--- config.mk ---
export PLATFORM = sky130hd
export DESIGN_NAME = reset_cen_gen
export DESIGN_NICKNAME = d
export VERILOG_FILES = /design/src/rtl/ace_clk_pkg.sv /design/src/rtl/reset_cen_gen_sync_debounce.sv /design/src/rtl/reset_cen_gen.sv
export SDC_FILE = /design/constraint.sdc
export NUM_CORES = 1
export LEC_CHECK = 0
export CELL_PAD_IN_SITES_DETAIL_PLACEMENT = 1
export CELL_PAD_IN_SITES_GLOBAL_PLACEMENT = 1
export CORE_MARGIN = 2
export CORE_UTILIZATION = 35
export CTS_CLUSTER_SIZE = 10
export DETAILED_ROUTE_END_ITERATION = 12
export MAX_ROUTING_LAYER = met4
export PLACE_DENSITY = 0.64
export SKIP_CTS_REPAIR_TIMING = 1
export SYNTH_ARGS = -nofsm -noshare
export SYNTH_HDL_FRONTEND = slang
export SYNTH_SLANG_ARGS = --single-unit
--- constraint.sdc ---
create_clock -name CLK -period 2.1 [get_ports CLK]
set_clock_uncertainty 0.05 [all_clocks]
set_input_delay 0.63 -clock CLK [delete_from_list [all_inputs] [get_ports CLK]]
set_output_delay 0.63 -clock CLK [all_outputs]
set_load 0.03 [all_outputs]
--- src/rtl/ace_clk_pkg.sv ---
// ace_clk_pkg: shared state encoding, default divider/timing constants and width helper
package ace_clk_pkg;

  typedef enum logic [1:0] {
    WAIT_LOCK,
    HOLD,
    RUN
  } state_e;

  localparam int DEF_PIX_DIV         = 2;
  localparam int DEF_CPU_DIV         = 8;
  localparam int DEF_HOLD_CYCLES     = 1024;
  localparam int DEF_DEBOUNCE_CYCLES = 4096;
  localparam int DEF_SYNC_STAGES     = 2;

  // bits needed for a counter running 0..n-1; a single-value counter still gets one bit
  function automatic int cnt_width(input int n);
    return (n > 1) ? $clog2(n) : 1;
  endfunction

endpackage

--- src/rtl/reset_cen_gen_sync_debounce.sv ---
// sync_debounce: multi-flop synchroniser followed by a consecutive-cycle stability filter
module sync_debounce
  import ace_clk_pkg::*;
#(
  parameter int SYNC_STAGES     = 2,
  parameter int DEBOUNCE_CYCLES = 1
) (
  input  logic clk,
  input  logic rst,
  input  logic din,
  output logic dout
);

  localparam int CW = cnt_width(DEBOUNCE_CYCLES);
  localparam logic [CW-1:0] CNT_LAST = CW'(DEBOUNCE_CYCLES - 1);

  logic [SYNC_STAGES-1:0] sync_q, sync_d;
  logic [CW-1:0]          cnt_q, cnt_d;
  logic                   out_q, out_d;
  logic                   s, diff;

  if (SYNC_STAGES < 1 || DEBOUNCE_CYCLES < 1) begin : g_bad_param
    $error("sync_debounce: SYNC_STAGES and DEBOUNCE_CYCLES must be >= 1");
  end

  assign s    = sync_q[SYNC_STAGES-1];
  assign diff = s != out_q;
  assign dout = out_q;

  // shift the raw input in; accept a change once it has persisted for DEBOUNCE_CYCLES cycles
  always_comb begin
    sync_d = SYNC_STAGES'({sync_q, din});
    cnt_d  = (diff && cnt_q != CNT_LAST) ? cnt_q + 1'b1 : '0;
    out_d  = (diff && cnt_q == CNT_LAST) ? s : out_q;
  end

  // synchroniser, stability counter and accepted value
  always_ff @(posedge clk or posedge rst) begin
    if (rst) begin
      sync_q <= '0;
      cnt_q  <= '0;
      out_q  <= 1'b0;
    end else begin
      sync_q <= sync_d;
      cnt_q  <= cnt_d;
      out_q  <= out_d;
    end
  end

endmodule

--- src/rtl/reset_cen_gen.sv ---
// reset_cen_gen: system reset sequencing from PLL lock and reset button, plus pixel/CPU clock enables
module reset_cen_gen
  import ace_clk_pkg::*;
#(
  parameter int PIX_DIV         = DEF_PIX_DIV,
  parameter int CPU_DIV         = DEF_CPU_DIV,
  parameter int HOLD_CYCLES     = DEF_HOLD_CYCLES,
  parameter int DEBOUNCE_CYCLES = DEF_DEBOUNCE_CYCLES,
  parameter int SYNC_STAGES     = DEF_SYNC_STAGES
) (
  input  logic CLK,
  input  logic RST,
  input  logic PLL_LOCK,
  input  logic BTN_RESET_N,
  output logic SYS_RST,
  output logic PIX_CEN,
  output logic CPU_CEN,
  output logic READY
);

  localparam int PW = cnt_width(PIX_DIV);
  localparam int CW = cnt_width(CPU_DIV);
  localparam int HW = cnt_width(HOLD_CYCLES);
  localparam logic [PW-1:0] PIX_LAST  = PW'(PIX_DIV - 1);
  localparam logic [CW-1:0] CPU_LAST  = CW'(CPU_DIV - 1);
  localparam logic [HW-1:0] HOLD_LAST = HW'(HOLD_CYCLES - 1);

  if (PIX_DIV < 1) begin : g_bad_pix
    $error("reset_cen_gen: PIX_DIV must be >= 1");
  end else if (CPU_DIV < 1 || (CPU_DIV % PIX_DIV) != 0) begin : g_bad_cpu
    $error("reset_cen_gen: CPU_DIV must be a positive multiple of PIX_DIV");
  end
  if (HOLD_CYCLES < 1 || DEBOUNCE_CYCLES < 1 || SYNC_STAGES < 2) begin : g_bad_timing
    $error("reset_cen_gen: HOLD_CYCLES/DEBOUNCE_CYCLES must be >= 1 and SYNC_STAGES >= 2");
  end

  state_e          state_q, state_d;
  logic [HW-1:0]   hold_cnt_q, hold_cnt_d;
  logic [PW-1:0]   pix_cnt_q, pix_cnt_d;
  logic [CW-1:0]   cpu_cnt_q, cpu_cnt_d;
  logic            sys_rst_q, sys_rst_d;
  logic            ready_q, ready_d;
  logic            pix_cen_q, pix_cen_d;
  logic            cpu_cen_q, cpu_cen_d;
  logic            lock_s, btn_d;
  logic            run_q, run_d;

  // Lock path: the one-cycle filter acts as the last synchroniser flop, so lock_s
  // still sees exactly SYNC_STAGES flops of latency.
  sync_debounce #(
    .SYNC_STAGES    (SYNC_STAGES - 1),
    .DEBOUNCE_CYCLES(1)
  ) u_lock (
    .clk (CLK),
    .rst (RST),
    .din (PLL_LOCK),
    .dout(lock_s)
  );

  // Button path: active-high "pressed", synchronised then debounced.
  sync_debounce #(
    .SYNC_STAGES    (SYNC_STAGES),
    .DEBOUNCE_CYCLES(DEBOUNCE_CYCLES)
  ) u_btn (
    .clk (CLK),
    .rst (RST),
    .din (~BTN_RESET_N),
    .dout(btn_d)
  );

  assign run_q = state_q == RUN;
  assign run_d = state_d == RUN;

  // reset sequencing: wait for lock, hold for HOLD_CYCLES with the button released, then run
  always_comb begin
    state_d    = state_q;
    hold_cnt_d = '0;
    case (state_q)
      WAIT_LOCK: state_d = lock_s ? HOLD : WAIT_LOCK;
      HOLD: begin
        if (!lock_s) state_d = WAIT_LOCK;
        else if (!btn_d && hold_cnt_q == HOLD_LAST) state_d = RUN;
        else if (!btn_d) hold_cnt_d = hold_cnt_q + 1'b1;
      end
      RUN: state_d = !lock_s ? WAIT_LOCK : (btn_d ? HOLD : RUN);
      default: state_d = WAIT_LOCK;
    endcase
  end

  // Enables are registered alongside the state: the counters give the RUN cycle index
  // modulo each divider, and every output drops on the edge that leaves RUN.
  always_comb begin
    pix_cnt_d = (run_q && run_d) ? ((pix_cnt_q == PIX_LAST) ? '0 : pix_cnt_q + 1'b1) : '0;
    cpu_cnt_d = (run_q && run_d) ? ((cpu_cnt_q == CPU_LAST) ? '0 : cpu_cnt_q + 1'b1) : '0;
    pix_cen_d = run_d && pix_cnt_d == PIX_LAST;
    cpu_cen_d = run_d && cpu_cnt_d == CPU_LAST;
    sys_rst_d = !run_d;
    ready_d   = run_d;
  end

  // state, counters and registered outputs; RST forces SYS_RST high without a clock
  always_ff @(posedge CLK or posedge RST) begin
    if (RST) begin
      state_q    <= WAIT_LOCK;
      hold_cnt_q <= '0;
      pix_cnt_q  <= '0;
      cpu_cnt_q  <= '0;
      sys_rst_q  <= 1'b1;
      ready_q    <= 1'b0;
      pix_cen_q  <= 1'b0;
      cpu_cen_q  <= 1'b0;
    end else begin
      state_q    <= state_d;
      hold_cnt_q <= hold_cnt_d;
      pix_cnt_q  <= pix_cnt_d;
      cpu_cnt_q  <= cpu_cnt_d;
      sys_rst_q  <= sys_rst_d;
      ready_q    <= ready_d;
      pix_cen_q  <= pix_cen_d;
      cpu_cen_q  <= cpu_cen_d;
    end
  end

  assign SYS_RST = sys_rst_q;
  assign READY   = ready_q;
  assign PIX_CEN = pix_cen_q;
  assign CPU_CEN = cpu_cen_q;

endmodule
==> metrics <==
drt drc=0; CTS HTree Levels=2; critical path data arrival time=1.29 ns; Routed WL=3310 um; ordered list of cells on the worst path=clkdlybuf4s50_1; mean routed wirelength per cell=14.7 um; total number of yosys warnings=0; post-synthesis area per instance=10.8 sq um; area fraction of the dominant cell type after synthesis=54.5%; layout net count=around 180; number of antenna repair diodes=0; overall die area=5430 sq um; I/O pin cnt=8; length of the first detailed-routing pass in iterations=4; final RePlAce weighted congestion=around 0.79; wire length of the first global-routing pass=5950 um; required time reported for the critical path endpoint=approximately 1.4 ns; commonest cells in the netlist=dfrtp_1, a21oi_1, nor2_1; reported net switching power=321 uW; worst reg2reg path startpoint=u_btn.cnt_q[2]; Max transition margin=56.7%; Port Buffer Count=7; number of buffers added by the clock tree synthesis step=5; Hold Path Origin=u_btn.sync_q[0]; crit path setup slack, layout=around 0.13 ns; Worst setup startpoint=CPU_CEN; async set-reset flop share out of synthesis=between 90% and 100%; Tot GR Track Use=15.0%; metal3 WL=88 um; Iter 0 DRT Violations=36; Avg Vias per Cell=5.39; initial antenna violation count=0; Clk network pwr share=47.0%; routed metal-1 wire length=1460 um; most instantiated library cell after synthesis=dfrtp_1; unrepaired setup endpoints after global routing=false; clock latency of the later-clocked register in the worst-skew pair=~0.29 ns; largest voltage drop on the vdd net=0.405 mV; DIE HEIGHT=73.7 um; class of the worst hold path=reg2reg; Post-Synthesis Cell Area=1700 sq um; syn_nets=166; CTS Root Buffer Type=clkbuf_8; Non-Filler Instances=226; residual antenna-violating net count after detailed routing=0; count of pins over their slew limit=0; Netlist cell types=33; highest clock frequency the design can meet=roughly 0.51 GHz; Layout area overhead=16.3%; kind of start point of the critical path=flip-flop; worst reg-to-reg setup slack=between 0.4 and 0.5 ns; Largest stage delay, worst path=0.66 ns; EDFF count, synth=0; summed area of non-filler cells in the final layout=1980 sq um; site row count=25; commonest register cell after synthesis=dfrtp_1; largest delay contributor family on the critical path=buffers and inverters; Post-Place Worst Slack=0.272 ns; width of the chip=73.7 um; Placement Cell Area=1840 sq um; MaxCap Viol Count=0; outcome=completed; Seq pwr share=between 40% and 50%; clock slew at reported path FFs=~0.08 ns; overflow left after global routing=0; Setup violations, final=0; Longest Clk Path Bufs=2; cell type contributing the most total cell area after synthesis=dfrtp_1; power density over cell area=794 nW/um^2; switch share=20.5%; post-route minimum period=1.97 ns; slew at the pin closest to its max-slew limit=0.645 ns; top cells by area, synth=dfrtp_1, a21oi_1, nand3_1; top routing layer used=met4; leakage power=0.822 nW; Clock Sink Count=38; post-layout total power=1.57 mW; register bit count reported by yosys=38; sum of buffers and inverters on the critical path=1; start-to-end type of the worst setup path=reg2out; fraction of the cycle the final worst path needs=93.6%; highest-delay cell along the critical path=clkdlybuf4s50_1; Combinational Power Share=between 4 and 5%; fraction of layout instances using a drive strength above 1=a little under an eighth; summed negative setup slack over all endpoints=0 ns; share of synthesized area occupied by flip-flops and latches=56.0%; CTS tree=done; Starting Density=36.2%; final hold viol count=0; standard cell core area=4690 sq um; post-synthesis cell count=158; maximum number of pins on one net before global-route repair=20; endpoint kind of the worst setup timing path=primary output; via count of the first global-routing pass=1321; top fanout value on the critical path=1; Power Internal=1.25 mW; via count=1219; Layout fillers=approximately 530; Detail Route met2 WL=1730 um; post-detail-place hpwl=2370 um; cell count after placement=218
==> worst register-to-register path, delay by kind of cell (launching register included) <==
kind / cells / cell delay, ns
simple gates: 2 / 0.94
flops: 1 / 0.44
compound gates: 1 / 0.16
==> metrics by stage <==
step                      utilization [%]  hold slack (ns)
after floorplan                         -            0.281
after global placement               39.1            0.287
after detailed placement             39.1            0.289
after CTS                            42.1            0.312
after global routing                 42.1            0.342
final                                42.1            0.304
==> sequential cells by signal (all words and copies together), names as in the netlist <==
signal / cells
pix_cnt_q: 1
u_lock.dout: 1
READY: 1
u_btn.cnt_q: 12
CPU_CEN: 1
u_btn.sync_q: 2
cpu_cnt_q: 3
u_btn.dout: 1
SYS_RST: 1
state_q: 2
u_lock.cnt_q: 1
u_lock.s: 1
PIX_CEN: 1
hold_cnt_q: 10
==> worst paths after layout <==
kind	to	cells after the start
min reg2reg	u_btn.sync_q[1]	0
max	CPU_CEN	1
max reg2reg	u_btn.cnt_q[10]	3
min in group asynchronous	u_btn.sync_q[1]	3
min	u_btn.sync_q[1]	0
max in group asynchronous	SYS_RST	3
==> cells in the final DEF (no fill, tap or decap), types with 2 or more instances in the layout <==
master	instances
a21oi_1	14
and4_1	2
buf_4	4
bufinv_16	2
clkbuf_8	5
clkdlybuf4s50_1	6
dfrtp_1	37
ha_1	4
inv_1	10
mux2_2	2
nand2_1	5
nand3_1	11
nand4_1	4
nand4bb_1	2
nor2_1	14
nor3_1	2
o21ai_0	10
o31ai_1	4
or3_1	7
or4_1	5
xnor2_1	3
xor2_1	5
==> kinds of logic after synthesis <==
logic type | count (synthesis) | synth area share (%)
DFF | 38 | 56.0
adders and majority gates | 4 | 2.95
AOI/OAI and AO/OA | 34 | 12.7
muxes | 2 | 1.33
xor gates and xnor gates | 8 | 4.12
buffers and inverters | 15 | 3.98
and+or+nand+nor | 56 | 18.7
other | 1 | 0.221
==> power groups by stage <==
stage | combinational (mW) | sequential (mW) | clock (mW)
final | 0.0655 | 0.766 | 0.738
after global routing | 0.0766 | 0.770 | 0.802
after CTS | 0.0682 | 0.766 | 0.773
after detailed placement | 0.0678 | 0.780 | 0
after global placement | 0.0644 | 0.779 | 0
after floorplan | 0.0458 | 0.775 | 0
==> per-layer routing <==
metal / track usage, % / vias to the layer above
met5: - / -
met4: 6.06 / 0
met3: 4.53 / 5
met2: 24.8 / 9
met1: 16.8 / 616
li1: - / 589
==> layout make-up <==
cell class | count | area [sq um] | share of cell area, %
Clock buffer | 5 | 68.8 | 3.48
Clock inverter | 3 | 68.8 | 3.48
Inverter | 10 | 37.5 | 1.90
Multi-Input combinational cell | 105 | 679 | 34.4
Sequential cell | 38 | 952 | 48.2
Tap cell | 54 | 67.6 | 3.42
Timing Repair Buffer | 11 | 103 | 5.19
Note: power is estimated with default switching activity, not from simulation.
